**config.mk**
```make
export PLATFORM = sky130hd
export DESIGN_NAME = stopwatch_ctrl_n
export DESIGN_NICKNAME = d
export VERILOG_FILES = /design/src/rtl/stopwatch_pkg.sv /design/src/rtl/stopwatch_ctrl_n_sw_btn_sync.sv /design/src/rtl/stopwatch_ctrl_n.sv
export SDC_FILE = /design/constraint.sdc
export NUM_CORES = 1
export LEC_CHECK = 0
export CORE_MARGIN = 2
export CORE_UTILIZATION = 40
export CTS_CLUSTER_SIZE = 8
export DETAILED_ROUTE_END_ITERATION = 10
export SLEW_MARGIN = 5
export SYNTH_ARGS = -nofsm -noshare
export SYNTH_HDL_FRONTEND = slang
export SYNTH_SLANG_ARGS = --single-unit
```
**constraint.sdc**
```tcl
create_clock -name clk -period 4.5 [get_ports clk]
set_input_delay 1.35 -clock clk [delete_from_list [all_inputs] [get_ports clk]]
set_output_delay 1.35 -clock clk [all_outputs]
set_load 0.01 [all_outputs]
```
**src/rtl/stopwatch_pkg.sv**
```systemverilog
// Shared state encoding, time-field limits and width helpers for the stopwatch.
package stopwatch_pkg;

   typedef enum logic [1:0] {
      S_STOP  = 2'b00,
      S_RUN   = 2'b01,
      S_LAP   = 2'b10,
      S_PAUSE = 2'b11
   } state_t;

   localparam int MS_MAX = 999;
   localparam int S_MAX  = 59;

   // Never returns 0 so degenerate parameters still give a legal 1-bit field.
   function automatic int clog2_min1(input int n);
      return (n <= 1) ? 1 : $clog2(n);
   endfunction

   function automatic int min_w(input int min_max);
      return clog2_min1(min_max + 1);
   endfunction

   function automatic int idx_w(input int depth);
      return clog2_min1(depth);
   endfunction

   function automatic int cnt_w(input int depth);
      return $clog2(depth + 1);
   endfunction

endpackage

```
**src/rtl/stopwatch_ctrl_n_sw_btn_sync.sv**
```systemverilog
// Two-flop synchroniser followed by a registered rising-edge detector.
module sw_btn_sync (
   input  logic clk,
   input  logic rst,
   input  logic btn,
   output logic pulse
);

   logic meta;
   logic sync;
   logic prev;

   always_ff @(posedge clk) begin
      if (rst) begin
         meta  <= 1'b0;
         sync  <= 1'b0;
         prev  <= 1'b0;
         pulse <= 1'b0;
      end else begin
         meta  <= btn;
         sync  <= meta;
         prev  <= sync;
         pulse <= sync & ~prev;
      end
   end

endmodule

```
**src/rtl/stopwatch_ctrl_n.sv**
```systemverilog
// Stopwatch controller: button pulses drive a STOP/RUN/LAP/PAUSE FSM over an m:s:ms
// counter with a lap memory; display and lap read port are registered.
module stopwatch_ctrl_n
   import stopwatch_pkg::*;
#(
   parameter int TICKS_PER_MS = 50000,
   parameter int MIN_MAX      = 99,
   parameter int LAP_DEPTH    = 8
) (
   input  logic                              clk,
   input  logic                              rst,
   input  logic                              sw0,
   input  logic                              sw1,
   input  logic                              sw2,
   output logic [1:0]                        state,
   output logic                              running,
   output logic [min_w(MIN_MAX)-1:0]         disp_m,
   output logic [5:0]                        disp_s,
   output logic [9:0]                        disp_ms,
   output logic [cnt_w(LAP_DEPTH)-1:0]       lap_count,
   output logic                              lap_full,
   input  logic [idx_w(LAP_DEPTH)-1:0]       lap_rd_idx,
   output logic [16+min_w(MIN_MAX)-1:0]      lap_rd_data
);

   localparam int MW = min_w(MIN_MAX);
   localparam int CW = cnt_w(LAP_DEPTH);
   localparam int IW = idx_w(LAP_DEPTH);
   localparam int PW = clog2_min1(TICKS_PER_MS);
   localparam int DW = 16 + MW;

   logic p_start, p_clear, p_lap;

   sw_btn_sync u_sync0 (.clk(clk), .rst(rst), .btn(sw0), .pulse(p_start));
   sw_btn_sync u_sync1 (.clk(clk), .rst(rst), .btn(sw1), .pulse(p_clear));
   sw_btn_sync u_sync2 (.clk(clk), .rst(rst), .btn(sw2), .pulse(p_lap));

   state_t          cur, nxt;
   logic            do_clear, do_lap;
   logic [PW-1:0]   presc;
   logic            ms_tick;
   logic [MW-1:0]   cnt_m;
   logic [5:0]      cnt_s;
   logic [9:0]      cnt_ms;
   logic [DW-1:0]   cur_time;
   logic [DW-1:0]   mem [LAP_DEPTH];

   assign cur_time = {cnt_m, cnt_s, cnt_ms};
   assign ms_tick  = running && (presc == PW'(TICKS_PER_MS - 1));
   assign lap_full = (lap_count == CW'(LAP_DEPTH));
   assign state    = cur;

   // Start outranks clear, which outranks lap; losers in the same cycle are dropped.
   always_comb begin
      nxt      = cur;
      do_clear = 1'b0;
      do_lap   = 1'b0;
      case (cur)
         S_STOP: begin
            if (p_start)      nxt = S_RUN;
            else if (p_clear) do_clear = 1'b1;
         end
         S_RUN: begin
            if (p_start)    nxt = S_PAUSE;
            else if (!p_clear && p_lap) begin
               nxt    = S_LAP;
               do_lap = 1'b1;
            end
         end
         S_LAP: begin
            if (p_start)                nxt = S_PAUSE;
            else if (!p_clear && p_lap) nxt = S_RUN;
         end
         S_PAUSE: begin
            if (p_start) nxt = S_RUN;
            else if (p_clear) begin
               nxt      = S_STOP;
               do_clear = 1'b1;
            end
         end
         default: nxt = S_STOP;
      endcase
   end

   always_ff @(posedge clk) begin
      if (rst) begin
         cur     <= S_STOP;
         running <= 1'b0;
      end else begin
         cur     <= nxt;
         running <= (nxt == S_RUN) || (nxt == S_LAP);
      end
   end

   always_ff @(posedge clk) begin
      if (rst || do_clear) begin
         presc  <= '0;
         cnt_m  <= '0;
         cnt_s  <= '0;
         cnt_ms <= '0;
      end else if (running) begin
         presc <= ms_tick ? '0 : presc + 1'b1;
         if (ms_tick) begin
            if (cnt_ms == 10'(MS_MAX)) begin
               cnt_ms <= '0;
               if (cnt_s == 6'(S_MAX)) begin
                  cnt_s <= '0;
                  cnt_m <= (cnt_m == MW'(MIN_MAX)) ? '0 : cnt_m + 1'b1;
               end else begin
                  cnt_s <= cnt_s + 1'b1;
               end
            end else begin
               cnt_ms <= cnt_ms + 1'b1;
            end
         end
      end
   end

   // Entering LAP loads the pre-edge count, which is exactly the captured snapshot.
   always_ff @(posedge clk) begin
      if (rst) begin
         disp_m  <= '0;
         disp_s  <= '0;
         disp_ms <= '0;
      end else if (!(cur == S_LAP && nxt == S_LAP)) begin
         {disp_m, disp_s, disp_ms} <= cur_time;
      end
   end

   always_ff @(posedge clk) begin
      if (rst || do_clear) begin
         lap_count   <= '0;
         lap_rd_data <= '0;
         for (int i = 0; i < LAP_DEPTH; i++) mem[i] <= '0;
      end else begin
         if (do_lap && !lap_full) begin
            mem[lap_count[IW-1:0]] <= cur_time;
            lap_count              <= lap_count + 1'b1;
         end
         lap_rd_data <= (CW'(lap_rd_idx) < lap_count) ? mem[lap_rd_idx] : '0;
      end
   end

endmodule

```
## Word level (Yosys, flattened, before mapping)

Memory sizes are Yosys's and may differ from the RTL's. A register that Yosys moved wholly into a read port is not among the register bits.
Index checks and enable logic that the tools add are counted.

| operators by class | value |
|---|---|
| add/subtract/negate cells | 5 |
| multiply operators | 0 |
| div/mod/pow operators | 0 |
| $lt $le $gt $ge | 1 |
| eq/ne operators | 10 |
| shift operators | 0 |
| multiplexer cells | 26 |
| bitwise operators | 7 |
| reductions and logical operators | 15 |

Operator list:

| cell | count |
|---|---|
| $mux W23 | 1 |
| $reduce_or A23 Y1 | 1 |
| $add A16 B1 Y16 const B | 1 |
| $eq A16 B16 Y1 const B | 1 |
| $mux W16 | 1 |
| $mux W2 | 7 |
| $mux W1 | 12 |
| $add A10 B1 Y10 const B | 1 |
| $eq A10 B10 Y1 const B | 1 |
| $mux W10 | 1 |
| $pmux W2 S4 | 1 |
| $add A7 B1 Y7 const B | 1 |
| $eq A7 B7 Y1 const B | 1 |
| $mux W7 | 1 |
| $add A6 B1 Y6 const B | 1 |
| $eq A2 B2 Y1 const B | 3 |
| $eq A6 B6 Y1 const B | 1 |
| $mux W6 | 1 |
| $add A4 B1 Y4 const B | 1 |
| $eq A2 B1 Y1 const B | 2 |
| $eq A4 B4 Y1 const B | 1 |
| $logic_and A1 B1 Y1 | 4 |
| $lt A3 B4 Y1 | 1 |
| $not A1 Y1 | 4 |
| other kinds (9) | 14 |

| word-level totals | value |
|---|---|
| register bits | 81 |
| latch bits | 0 |
| RAM bits | 184 |
| memory bits (read-only) | 0 |
| input port bits | 8 |
| output and inout bits | 54 |
| logic and storage cells | 87 |
| memories kept | 1 |

Memories:

| memory | depth | width | read ports | clocked after memory_dff | write ports | line | source |
|---|---|---|---|---|---|---|---|
| mem | 8 | 23 | 1 | 1 | 8 | stopwatch_ctrl_n.sv:46 | `logic [DW-1:0] mem [LAP_DEPTH];` |

## Depth between registers and ports, before layout

| logic depth | value |
|---|---|
| depth in word-level cells | 11 |
| depth in mapped cells | 12 |
| depth with buffers taken out | 10 |

## Cells and area by module

Synthesis repeated with hierarchy kept, for this count alone.

| second synthesis, totals | value |
|---|---|
| cell total of the unflattened synthesis | 975 |
| area total of the unflattened synthesis | 12399.4 µm² |

Modules (own cells, without submodules):

| module | instances | cells each | area each (µm²) | sequential area each (µm²) |
|---|---|---|---|---|
| stopwatch_ctrl_n | 1 | 951 | 12065.3 | 7367.1 |
| sw_btn_sync | 3 | 8 | 111.4 | 80.1 |

## Least setup slack after synthesis

OpenSTA, ideal clock, no wires.

| timing path | value |
|---|---|
| kind | input-to-reg |
| start | input rst |
| end | memory mem[6][0] (netlist bit) (enable) |
| library setup time | 0.435 ns |
| data arrival time | 4.062 ns |
| data required time | 4.065 ns |
| setup slack | 0.003 ns |
| stages | 6 |
| buffers on the path | 3 |
| path through | clkbuf_1 > o21ba_1 > clkbuf_1 > nand3_1 > clkbuf_1 > o21ai_0 |

RTL lines:

| what | line | source |
|---|---|---|
| start, declared | stopwatch_ctrl_n.sv:11 | `input logic rst,` |
| end, declared | stopwatch_ctrl_n.sv:46 |  |

## Worst setup path after layout

| timing path | value |
|---|---|
| start | register lap_count[1] |
| end | output lap_full |

| between the ends | value |
|---|---|
| longest elaborated chain between the ends | 1 |

RTL lines:

| what | line | source |
|---|---|---|
| start, declared | stopwatch_ctrl_n.sv:20 | `output logic [cnt_w(LAP_DEPTH)-1:0] lap_count,` |
| start signal, assigned | stopwatch_ctrl_n.sv:138 | `lap_count <= lap_count + 1'b1;` |
| $eq A4 B4 Y1 | stopwatch_ctrl_n.sv:50 | `assign lap_full = (lap_count == CW'(LAP_DEPTH));` |
| end, declared | stopwatch_ctrl_n.sv:21 | `output logic lap_full,` |

No other way between the ends.

==> impl_metrics.csv <==
group,metric,value,unit
status,status,"finished, final reports clean",
synth,synth_edf_count,184,
cts,post-cts-setup-buffers,0,
worst_setup_path,reg2reg_depth,8,
cts,tritoncts_clock_tree,"done",
synth,mappedNetlistArea,12400,um2
cts,clock_insertion_delay_worst_skew,520,ps
hold_path,timing.hold.worst.class,"flip-flop to flip-flop",
worst_setup_path,worst_setup_path_start_kind,"flip-flop",
routing,via_per_inst,5.14,
worst_setup_path,timing.critical_path.arrival,2280,ps
cells_and_area,area.sequential,7610,um2
cts,cts_root_buf,"clkbuf_16",
floorplan,floorplan_die_area,32300,um2
floorplan,fp.coreArea,30500,um2
synth,netlist_top_cells_area,"edfxtp_1 (45%), dfxtp_1 (17%), and2_1 (8.6%)",
timing,layout_worst_path_cycle_share,0.808,
grt,grt_first_pass_wirelength,44.3,mm
timing,final.min_clock_period,3630,ps
timing,summed_negative_setup_slack_over_all_endpoints,0,ps
routing,wl_per_cell,19.2,um
routing,detail_route.iter0.violations,556,
cells_and_area,area_growth,18.2,%
routing,final_antenna_net_count,0,
timing,finalSetupViolCount,0,
synth,yosys.area.top_type,"edfxtp_1",
routing,routed-via-count,7496,
synth,synth_top_area_frac,0.447,
placed_design,hpwl,17.3,mm
routing,drt_pass1_iterations,4,
placed_design,number_of_input_and_output_port_buffers_inserted,61,
synth,synthCells,972,
cts,cts_hold_repair.buffers,0,
floorplan,top_level_ports,62,
synth,synth.net_count,993,
floorplan,start_util,0.405,
cells_and_area,fillCellCount,2712,
cts,clock_sink_count,288,
timing,timing_max_transition_violations_final,0,
timing,max-slew-margin-rel,0.351,
synth,synth.ff_latch_count,288,
cells_and_area,diodes,0,
worst_setup_path,crit_fanout,12,
grt,number_of_antenna_violations_at_the_first_check_in_global_routing,0,
cells_and_area,multi_input_area,4460,um2
timing,worst_clock_skew,13.8,ps
cts,cts_buffer_depth,3,
grt,grt_usage,0.175,
grt,grt_overflow_total,0,
synth,synth-main-ff-cell,"edfxtp_1",
routing,drcViolationCount,0,
flow_run,max-cap-violations,0,
timing,grt_setup_unrepaired,"false",
timing,hold_vio_cnt_final,0,
synth,yosys-top-cells-count,"edfxtp_1 (184), and2_1 (169), dfxtp_1 (104)",
cts,cts_buffers,41,
synth,post-synth-top-count-cell,"edfxtp_1",
floorplan,number_of_rows_created_at_floorplan,64,
routing,detail_route.wirelength,27.9,mm
worst_setup_path,worst_setup_path_end_kind,"output port",
synth,yosys_warnings,0,
placed_design,gp_congestion,0.759,
grt,first_global_vias,7723,
hold_path,worst_hold_path.num_cells,1,
synth,syn_avg_cell_area,12.7,um2
grt,grt_start_max_net_pins,37,
synth,async_reset_ff_frac,0,
worst_setup_path,timing.setup.critical_path_class,"flip-flop to output port",
cts,clk_pin_slew,50,ps
worst_setup_path,cp.required,3150,ps
floorplan,chipHeight,180,um
cells_and_area,total_nets_final,1055,
power,pwr_density_cell,403,nW/um2
timing,max_slew.worst_pin.slew,974,ps
power,power_leakage,5.29,nW
synth,netlist-cell-type-count,54,
timing,maximum_clock_frequency,275,MHz
cells_and_area,layout_cell_share_with_drive_strength_beyond_1,0.137,
power,power.ir.vdd_worst,0.261,mV
floorplan,die_w,180,um
synth,ys_seq_area_frac,0.616,
cts,ctsResizeCount,0,
cells_and_area,final_core_area_utilization,0.479,
cts,h_tree_levels,2,
==> through the flow <==
step	instance area [um2]	power [W]	worst slack, ps	cells	hold WS, ps
6_report	14600	0.00589	865	1457	380
5_1_grt	14600	0.00608	753	1457	388
4_1_cts	14600	0.00596	855	1457	381
3_5_place_dp	13500	0.00317	709	1387	375
3_3_place_gp	13500	0.00317	721	1387	373
2_1_floorplan	12400	0.00308	3.38	972	367
==> power breakdown <==
group          total [W]  switching [W]  leakage, nW  internal [W]
combinational   0.000229       0.000134         1.91     0.0000957
sequential       0.00289      0.0000168         2.83       0.00287
clock            0.00277        0.00108        0.546       0.00169
==> routing by layer <==
metal,GRT usage,up-vias,part of all wire
met3,0.0261,52,0.044
met2,0.286,172,0.47
met4,0.0540,0,0.023
li1,-,3574,-
met1,0.243,3698,0.46
met5,0,-,0
==> critical path: stages, from the launching register on <==
cell	delay, ps
dfxtp_1	630
inv_1	170
ha_1	210
and3b_1	230
clkdlybuf4s50_1	510
==> layout make-up <==
type,count,area share
clock buffers,68,0.0772
clock inverters,2,0.00120
inverters,13,0.00334
well taps,396,0.0339
flip-flops and latches,288,0.521
repair buffers,92,0.0577
multi-input cells,598,0.306
==> cells by family after synthesis <==
logic type | share of synthesized area
simple gates | 0.190
flops | 0.616
buf+inv | 0.0273
compound gates | 0.0329
mux | 0.105
xor+xnor | 0.0163
fa+ha+maj | 0.0132
==> sequential cells by signal, indices dropped and copies added (netlist names), 2 cells and up <==
name,cells
lap_rd_data,23
disp_m,7
cnt_m,7
cnt_s,6
disp_ms,10
presc,16
cnt_ms,10
mem,184
lap_count,4
state,2
disp_s,6
==> layout by cell type (no fill, tap or decap), drive strengths merged, types with 16 or more instances in the layout <==
cell type      count
and2             169
nor2b             16
nor3              16
dfxtp            104
nand2             73
nor2              66
xor2              17
clkbuf            69
buf               33
edfxtp           184
mux4              46
mux2i             26
clkdlybuf4s50     58
nand3             16
o21ai             17
a21oi             40
==> path summary, 6_finish.rpt <==
path                start             to  slack, ps
min          u_sync2.prev  u_sync2.pulse        380
min reg2reg  u_sync2.prev  u_sync2.pulse        380
max reg2reg  lap_count[1]      mem[1][1]       1400
max          lap_count[1]       lap_full        870
Note: power is estimated with default switching activity, not from simulation.
